## src/rtl/sprite_pkg.sv

```systemverilog
// Shared types for the sprite movement controller: FSM states and step directions.
package sprite_pkg;

    typedef enum logic [2:0] {
        ST_IDLE   = 3'd0,
        ST_CHECK  = 3'd1,
        ST_ERASE  = 3'd2,
        ST_UPDATE = 3'd3,
        ST_DRAW   = 3'd4
    } state_e;

    // D = y grows, U = y shrinks; R = x grows, L = x shrinks
    typedef enum logic [1:0] {
        DIR_DR = 2'd0,
        DIR_DL = 2'd1,
        DIR_UR = 2'd2,
        DIR_UL = 2'd3
    } dir_e;

endpackage

```

## src/rtl/sprite_mover_tick_gen.sv

```systemverilog
// Free-running move-rate divider; tick_o is high while the counter sits on its last value.
module tick_gen #(
    parameter int TICK_DIV = 6250000
) (
    input  logic clk_i,
    input  logic rst_i,
    output logic tick_o
);

    localparam int CW = (TICK_DIV > 1) ? $clog2(TICK_DIV) : 1;
    localparam logic [CW-1:0] LAST = CW'(TICK_DIV - 1);

    logic [CW-1:0] cnt_q;
    logic [CW-1:0] cnt_d;
    logic          tick_q;

    // Next count wraps to zero after the last value.
    always_comb begin
        cnt_d = cnt_q + CW'(1);
        if (cnt_q == LAST) begin
            cnt_d = '0;
        end else begin
            cnt_d = cnt_q + CW'(1);
        end
    end

    // Counter and registered tick, aligned so tick_q is high exactly when cnt_q == LAST.
    always_ff @(posedge clk_i or posedge rst_i) begin
        if (rst_i) begin
            cnt_q  <= '0;
            tick_q <= (LAST == '0);
        end else begin
            cnt_q  <= cnt_d;
            tick_q <= (cnt_d == LAST);
        end
    end

    assign tick_o = tick_q;

endmodule

```

## src/rtl/sprite_mover.sv

```systemverilog
// Sprite movement controller: rate-limited diagonal steps, bounds and walk-map check,
// then erase/update/draw sequencing towards the sprite drawer.
module sprite_mover
    import sprite_pkg::*;
#(
    parameter int X_W         = 9,
    parameter int Y_W         = 8,
    parameter int X_MAX       = 319,
    parameter int Y_MAX       = 239,
    parameter int STEP        = 1,
    parameter int TICK_DIV    = 6250000,
    parameter int MAP_TIMEOUT = 15,
    parameter int START_X     = 95,
    parameter int START_Y     = 221
) (
    input  logic           clk_i,
    input  logic           rst_i,
    input  logic           move_i,
    input  logic [1:0]     dir_i,
    input  logic           load_pos_i,
    input  logic [X_W-1:0] load_x_i,
    input  logic [Y_W-1:0] load_y_i,
    output logic           walk_req_o,
    output logic [X_W-1:0] walk_x_o,
    output logic [Y_W-1:0] walk_y_o,
    input  logic           walk_valid_i,
    input  logic           walk_ok_i,
    input  logic           walk_tp_i,
    input  logic [X_W-1:0] walk_tp_x_i,
    input  logic [Y_W-1:0] walk_tp_y_i,
    output logic           draw_bg_o,
    input  logic           done_bg_i,
    output logic           draw_char_o,
    input  logic           done_char_i,
    output logic [X_W-1:0] x_o,
    output logic [Y_W-1:0] y_o,
    output logic           busy_o,
    output logic           moved_o,
    output logic           blocked_o,
    output logic           map_timeout_o
);

    localparam int TO_W = (MAP_TIMEOUT > 1) ? $clog2(MAP_TIMEOUT) : 1;
    localparam logic [TO_W-1:0] TO_LAST = TO_W'(MAP_TIMEOUT - 1);
    localparam logic signed [X_W:0] STEP_X = (X_W + 1)'(STEP);
    localparam logic signed [Y_W:0] STEP_Y = (Y_W + 1)'(STEP);
    localparam logic signed [X_W:0] LIM_X  = (X_W + 1)'(X_MAX);
    localparam logic signed [Y_W:0] LIM_Y  = (Y_W + 1)'(Y_MAX);
    localparam logic signed [X_W:0] ZERO_X = '0;
    localparam logic signed [Y_W:0] ZERO_Y = '0;

    state_e                 state_q;
    logic [X_W-1:0]         x_q, tgt_x_q, walk_x_q;
    logic [Y_W-1:0]         y_q, tgt_y_q, walk_y_q;
    logic [TO_W-1:0]        to_cnt_q;
    logic                   walk_req_q, draw_bg_q, draw_char_q, busy_q;
    logic                   moved_q, blocked_q, map_to_q;
    logic                   tick_s;
    logic signed [X_W:0]    cand_x_d;
    logic signed [Y_W:0]    cand_y_d;
    logic                   in_bounds_d;

    tick_gen #(
        .TICK_DIV (TICK_DIV)
    ) u_tick_gen (
        .clk_i  (clk_i),
        .rst_i  (rst_i),
        .tick_o (tick_s)
    );

    // Candidate position one step away, with a spare sign bit so underflow is visible.
    always_comb begin
        cand_x_d = $signed({1'b0, x_q}) + STEP_X;
        cand_y_d = $signed({1'b0, y_q}) + STEP_Y;
        case (dir_e'(dir_i))
            DIR_DR: begin
                cand_x_d = $signed({1'b0, x_q}) + STEP_X;
                cand_y_d = $signed({1'b0, y_q}) + STEP_Y;
            end
            DIR_DL: begin
                cand_x_d = $signed({1'b0, x_q}) - STEP_X;
                cand_y_d = $signed({1'b0, y_q}) + STEP_Y;
            end
            DIR_UR: begin
                cand_x_d = $signed({1'b0, x_q}) + STEP_X;
                cand_y_d = $signed({1'b0, y_q}) - STEP_Y;
            end
            DIR_UL: begin
                cand_x_d = $signed({1'b0, x_q}) - STEP_X;
                cand_y_d = $signed({1'b0, y_q}) - STEP_Y;
            end
            default: begin
                cand_x_d = $signed({1'b0, x_q}) + STEP_X;
                cand_y_d = $signed({1'b0, y_q}) + STEP_Y;
            end
        endcase
        in_bounds_d = (cand_x_d > ZERO_X) && (cand_y_d > ZERO_Y) &&
                      (cand_x_d <= LIM_X) && (cand_y_d <= LIM_Y);
    end

    // Control FSM; every output is a flop set on the transition into its state.
    always_ff @(posedge clk_i or posedge rst_i) begin
        if (rst_i) begin
            state_q     <= ST_IDLE;
            x_q         <= X_W'(START_X);
            y_q         <= Y_W'(START_Y);
            tgt_x_q     <= '0;
            tgt_y_q     <= '0;
            walk_x_q    <= '0;
            walk_y_q    <= '0;
            to_cnt_q    <= '0;
            walk_req_q  <= 1'b0;
            draw_bg_q   <= 1'b0;
            draw_char_q <= 1'b0;
            busy_q      <= 1'b0;
            moved_q     <= 1'b0;
            blocked_q   <= 1'b0;
            map_to_q    <= 1'b0;
        end else begin
            moved_q   <= 1'b0;
            blocked_q <= 1'b0;
            map_to_q  <= 1'b0;
            case (state_q)
                ST_IDLE: begin
                    if (load_pos_i) begin
                        tgt_x_q   <= load_x_i;
                        tgt_y_q   <= load_y_i;
                        draw_bg_q <= 1'b1;
                        busy_q    <= 1'b1;
                        state_q   <= ST_ERASE;
                    end else if (move_i && tick_s) begin
                        if (!in_bounds_d) begin
                            blocked_q <= 1'b1;
                        end else begin
                            walk_x_q   <= cand_x_d[X_W-1:0];
                            walk_y_q   <= cand_y_d[Y_W-1:0];
                            to_cnt_q   <= '0;
                            walk_req_q <= 1'b1;
                            busy_q     <= 1'b1;
                            state_q    <= ST_CHECK;
                        end
                    end
                end
                ST_CHECK: begin
                    if (walk_valid_i) begin
                        walk_req_q <= 1'b0;
                        if (walk_ok_i) begin
                            tgt_x_q   <= walk_tp_i ? walk_tp_x_i : walk_x_q;
                            tgt_y_q   <= walk_tp_i ? walk_tp_y_i : walk_y_q;
                            draw_bg_q <= 1'b1;
                            state_q   <= ST_ERASE;
                        end else begin
                            blocked_q <= 1'b1;
                            busy_q    <= 1'b0;
                            state_q   <= ST_IDLE;
                        end
                    end else if (to_cnt_q == TO_LAST) begin
                        walk_req_q <= 1'b0;
                        blocked_q  <= 1'b1;
                        map_to_q   <= 1'b1;
                        busy_q     <= 1'b0;
                        state_q    <= ST_IDLE;
                    end else begin
                        to_cnt_q <= to_cnt_q + TO_W'(1);
                    end
                end
                ST_ERASE: begin
                    if (done_bg_i) begin
                        draw_bg_q <= 1'b0;
                        state_q   <= ST_UPDATE;
                    end
                end
                ST_UPDATE: begin
                    x_q         <= tgt_x_q;
                    y_q         <= tgt_y_q;
                    draw_char_q <= 1'b1;
                    state_q     <= ST_DRAW;
                end
                ST_DRAW: begin
                    if (done_char_i) begin
                        draw_char_q <= 1'b0;
                        moved_q     <= 1'b1;
                        busy_q      <= 1'b0;
                        state_q     <= ST_IDLE;
                    end
                end
                default: begin
                    walk_req_q  <= 1'b0;
                    draw_bg_q   <= 1'b0;
                    draw_char_q <= 1'b0;
                    busy_q      <= 1'b0;
                    state_q     <= ST_IDLE;
                end
            endcase
        end
    end

    assign walk_req_o    = walk_req_q;
    assign walk_x_o      = walk_x_q;
    assign walk_y_o      = walk_y_q;
    assign draw_bg_o     = draw_bg_q;
    assign draw_char_o   = draw_char_q;
    assign x_o           = x_q;
    assign y_o           = y_q;
    assign busy_o        = busy_q;
    assign moved_o       = moved_q;
    assign blocked_o     = blocked_q;
    assign map_timeout_o = map_to_q;

endmodule
```

## config.mk

```make
export PLATFORM = sky130hd
export DESIGN_NAME = sprite_mover
export DESIGN_NICKNAME = d
export VERILOG_FILES = /design/src/rtl/sprite_pkg.sv /design/src/rtl/sprite_mover_tick_gen.sv /design/src/rtl/sprite_mover.sv
export SDC_FILE = /design/constraint.sdc
export NUM_CORES = 1
export LEC_CHECK = 0
export CAP_MARGIN = 30
export CORE_ASPECT_RATIO = 1.5
export CORE_MARGIN = 3
export CORE_UTILIZATION = 54
export CTS_CLUSTER_DIAMETER = 40
export DETAILED_ROUTE_END_ITERATION = 8
export PLACE_DENSITY = 0.88
export SLEW_MARGIN = 40
export SYNTH_ARGS = -nofsm -noshare
export SYNTH_HDL_FRONTEND = slang
export SYNTH_SLANG_ARGS = --single-unit
```

## constraint.sdc

```tcl
create_clock -name clk_i -period 4.3 [get_ports clk_i]
set_input_delay 0.43 -clock clk_i [delete_from_list [all_inputs] [get_ports clk_i]]
set_output_delay 0.43 -clock clk_i [all_outputs]
set_load 0.005 [all_outputs]
```

# Yosys cells after proc, flatten, opt, wreduce, memory -nomap -nowiden

Index checks and enable logic that the tools add are counted.

Register bits: 89
Input port bits: 45
Output and inout bits: 41

$add $sub $neg: 6
$lt $le $gt $ge: 4
Eq/ne operators: 24
Multiplexer cells: 56
Bitwise gates (word level): 5
Reductions and logical operators: 23

Operators with widths:

| cell                                                | number |
|---|---|
| equality test 23 bit, second input constant         | 2 |
| two-way mux 9 bit                                   | 4 |
| one-hot mux 9 bit (2 select lines)                  | 2 |
| two-way mux 8 bit                                   | 4 |
| adder 23 x 1 -> 23 bit, second input constant       | 1 |
| two-way mux 1 bit                                   | 23 |
| two-way mux 23 bit                                  | 1 |
| two-way mux 3 bit                                   | 7 |
| two-way mux 4 bit                                   | 5 |
| inequality test 2 bit, second input constant        | 10 |
| one-hot mux 10 bit (2 select lines)                 | 1 |
| one-hot mux 8 bit (2 select lines)                  | 1 |
| one-hot mux 3 bit (5 select lines)                  | 1 |
| AND reduction 5 bit                                 | 3 |
| inequality test 3 bit, second input constant        | 4 |
| AND reduction 6 bit                                 | 2 |
| OR reduction 2 bit                                  | 6 |
| adder 9 x 1 -> 10 bit, second input constant        | 1 |
| > comparator 10 x 1 -> 1 bit, second input constant | 1 |
| <= comparator 10 bit, second input constant         | 1 |
| subtractor 9 x 1 -> 10 bit, second input constant   | 1 |
| adder 8 x 1 -> 9 bit, second input constant         | 1 |
| > comparator 9 x 1 -> 1 bit, second input constant  | 1 |
| <= comparator 9 bit, second input constant          | 1 |
| 21 further kinds                                    | 34 |

# Logic depth before layout (Yosys ltp)

Depth after elaboration: 11
Mapped depth: 11

# Cells and area by module

From an unflattened synthesis, not the netlist that was laid out.

Cells, all modules: 506
Area total of the unflattened synthesis: 5,118.7 µm²

Modules (own cells, without submodules):

| module       | instances | cells each | area each (µm²) | seq. area each (µm²) |
|---|---|---|---|---|
| sprite_mover | 1         | 369        | 3,811.2         | 1,641.6 |
| tick_gen     | 1         | 137        | 1,307.5         | 600.6 |

# Least setup slack after synthesis

Ideal clock, no wire load.

Path type: input to register
Start: in dir_i[0]
End: reg walk_y_q[1], in the netlist walk_y_o[1]
Setup time: 0.125 ns
Arrival: 3.261 ns
Required time: 4.175 ns
Path slack: 0.914 ns
Stages: 10
Buffers on the path: 2
Path through: clkbuf_1 -> ha_1 -> a211o_1 -> a211o_1 -> a211oi_2 -> nor2_1 -> a311o_1 -> nor4_4 -> buf_8 -> mux2_4

Word-level cells in the longest chain between the ends: 8

Ends and longest elaborated chain:

| element                                                                                          | RTL line            | source |
|---|---|---|
| from (decl)                                                                                      | sprite_mover.sv:19  | `input logic [1:0] dir_i,` |
| equality test 2 bit (tied with other cells)                                                      | sprite_mover.sv:75  | `case (dir_e'(dir_i))` |
| OR reduction 2 bit (no line)                                                                     | n/a                 |  |
| one-hot mux 10 bit (2 select lines) / one-hot mux 9 bit (2 select lines) (equally long branches) | sprite_mover.sv:75  |  |
| > comparator 10 x 1 -> 1 bit / > comparator 9 x 1 -> 1 bit (equally long branches)               | sprite_mover.sv:97  | `in_bounds_d = (cand_x_d > ZERO_X) && (cand_y_d > ZERO_Y) &&` |
| logical AND 1 bit (2 in a row)                                                                   | sprite_mover.sv:97  |  |
| logical AND 1 bit                                                                                | sprite_mover.sv:98  | `(cand_x_d <= LIM_X) && (cand_y_d <= LIM_Y);` |
| AND reduction 4 bit (no line)                                                                    | n/a                 |  |
| to (signal assigned)                                                                             | sprite_mover.sv:136 | `walk_y_q <= cand_y_d[Y_W-1:0];` |
| to (decl)                                                                                        | sprite_mover.sv:54  | `logic [Y_W-1:0] y_q, tgt_y_q, walk_y_q;` |

Several ways; a longest one is shown, not always the timed one.
A chain may end at the register's enable or synchronous reset.

# Worst setup path after layout

Start: in dir_i[0]
End: reg walk_y_q[4], in the netlist walk_y_o[4]

The elaborated chain is that of the path after synthesis.

==> impl_metrics.ini <==
[critical_path]
worstSetupPathType = in2reg
reg2reg_slack_ps = 990
cp.arrival_ps = 3850
reg2reg_depth = 9
critPathCaptureType = flop
critPathRequiredTime_ps = 4520
reg2reg_from = x_o[1]
cp_max_fo = 14
crit_start = dir_i[0]
start_kind = input pin
regToRegEndpoint = walk_y_o[4]

[clocking]
postCtsHoldBufs = 0
clkTransAtPathRegs_ps = 60
cts_root_buf = clkbuf_16
clk-insertion-delay-late_ps = 340
htreeDepth = 3
cts_resized = 0
cts_tree = built
cts.path.max_buffers = 2
cts_buffers = 9
clock_sinks = 89
postCtsSetupRepairBufs = 0

[run]
max_cap_violations = 0

[synth]
synth_top_area_cell = dfrtp_1
syn_area_um2 = 5240
seq_area_frac_synth = 0.428
synth_fp_nets = 605
synth_ff_type = dfrtp_1
synth_cell_types = 64
synth_common_cells = dfrtp_1 (77), nor2_1 (45), o21ai_0 (45)
synth_edf_count = 0
syn_avg_cell_area_um2 = 9.78
yosysMostFrequentCell = dfrtp_1
synth_area_leaders = dfrtp_1 (37%), dfstp_2 (6.0%), mux2_2 (5.8%), ha_1 (5.3%), o21ai_0 (4.3%)
synthArstFlopShare = 1.00
ys_seq_elements = 89
yosys_warnings = 0
synth_top_area_frac = 0.368
synthCells = 536

[final_layout]
finalInstanceArea_um2 = 6490
synthToLayoutAreaGrowth_pct = 23.8
fin_nets = 685
antenna_cells = 0
drive_gt1_frac = 0.129
fillers = 736

[sta]
rsz0062_at_grt = no
fmaxAchievable_mhz = 276
max_slew_margin = 0.569
slew_violations = 0
tightest_slew_ps = 640
skew_ps = 9.21
fin_tns_setup_ps = 0
setup_violations = 0
hold_violations = 0
period_minus_slack_ps = 3630
fin_crit_sh = 0.844

[power_and_ir_drop]
intPower_mw = 2.27
power_frac_comb = 0.438
power_mw = 3.61
p_clk_frac = 0.209
p_per_area_nw_per_um2 = 557
p_leak_nw = 2.86
sw_frac_of_total = 0.372
seqPwrFrac = 0.354
max-vdd-ir-drop_mv = 0.323
netSwitchingPower_mw = 1.34

[global_routing]
grt_overflow_total = 0
top_usage_layer = met2
use_met3 = 0.0468
grt_pass1_wl_um = 21800
grt_max_degree = 66
grt_usage = 0.253
grt_use_met2 = 0.460
grt_antenna_before_repair = 0
use_met1 = 0.284
grt_pass1_vias = 4477

[floorplan]
core-area_um2 = 9360
fp-row-count = 43
die_area_um2 = 11000
start_util = 0.560
die_h_um = 127
die_w_um = 86.5
pin_count = 86

[placement]
numPortBuffers = 85
dp_hpwl_um = 10000
dpl_cell_area_um2 = 6210
place_congestion = 0.913

[route]
viasPerCell = 6.02
wl_um = 13200
first_iter_violations = 171
vias = 4411
wire_per_inst_um = 18.0
first_pass_iters = 4
postRouteAntennaNets = 0
drc = 0

[worst_hold_path]
holdPathStages = 2
min_to = tgt_x_q[5]
hp-start = tgt_x_q[5]
hp-class = reg2reg

[outcome]
outcome = complete, no violations
[cell families (layout without fill, tap and decap cells)]
| family | after synthesis | count (layout) | synth area share |
|---|---|---|---|
| AND/OR/NAND/NOR | 174 | 174 | 0.171 |
| buffers and inverters | 41 | 126 | 0.0315 |
| adder cells (fa/ha/maj) | 24 | 24 | 0.0601 |
| flip-flops | 89 | 89 | 0.428 |
| AO/OA/AOI/OAI | 129 | 129 | 0.156 |
| multiplexers | 49 | 49 | 0.104 |
| XOR/XNOR | 30 | 30 | 0.0501 |
[state kept, by name (all words and copies together) (netlist names)]
register,count
u_tick_gen.cnt_q,23
tgt_x_q,9
walk_x_o,9
x_o,9
tgt_y_q,8
walk_y_o,8
y_o,8
to_cnt_q,4
state_q,3
blocked_o,1
busy_o,1
draw_bg_o,1
draw_char_o,1
map_timeout_o,1
moved_o,1
u_tick_gen.tick_o,1
walk_req_o,1
[placed cells by master (no fill, tap or decap), types with 14 or more instances in the layout]
cell type,synthesis,final
xor2_1,16,16
xnor2_1,14,14
nand3_1,19,18
inv_1,18,17
o21ai_0,45,45
mux2i_1,18,18
mux2_2,27,27
nand2_1,39,38
nor2_1,45,45
ha_1,22,22
clkdlybuf4s50_1,0,84
a21oi_1,31,31
dfrtp_1,77,77
[worst max-delay path, stage by stage]
cell and delay [ps]:
clkdlybuf4s50_1 720, inv_1 210, fa_1 430, nand2b_1 190, a211oi_1 230, o32ai_1 130
xor2_1 180, a311o_1 390, nor4_4 280, buf_4 300, mux2_2 370
[power by group through the flow]
stage / logic [mW] / registers, mW / clock network, mW
floorplan: 1.10 / 1.21 / 0
global placement: 1.54 / 1.27 / 0
detailed placement: 1.58 / 1.29 / 0
CTS: 1.59 / 1.28 / 0.765
global route: 1.76 / 1.30 / 0.801
finish: 1.58 / 1.28 / 0.755
[how the worst max path moves through the flow]
stage | end | slack [ps] | cells after the start
2_1_floorplan | walk_y_o[1] | 910 | 10
3_3_place_gp | walk_x_o[4] | 410 | 11
3_5_place_dp | walk_x_o[3] | 300 | 11
4_1_cts | walk_x_o[3] | 650 | 11
5_1_grt | walk_x_o[3] | 440 | 11
6_report | walk_y_o[4] | 670 | 11
[metal layers]
| metal | wire, um | up-vias |
|---|---|---|
| met2 | 7170 | 102 |
| met3 | 521 | 25 |
| li1 | - | 2103 |
| met5 | 0 | - |
| met4 | 313 | 0 |
| met1 | 5190 | 2181 |
[cell type report]
class                   instances  area, um^2  share of cell area
clock inverters                 3        42.5             0.00656
well taps                     112         140              0.0216
inverters                      18        72.6              0.0112
multi-input cells             406        2850               0.440
repair buffers                 92         898               0.138
clock buffers                  13         240              0.0370
flip-flops and latches         89        2240               0.346
[metrics by stage]
step                worst slack (ps)  std cells  hold slack (ps)  utilization
CTS                              649        733              479        0.693
detailed placement               303        717              467        0.663
finish                           672        733              472        0.693
global placement                 411        717              457        0.662
global route                     445        733              499        0.693
floorplan                        914        536              446            -
No activity file was read; power rests on OpenSTA's default activity.
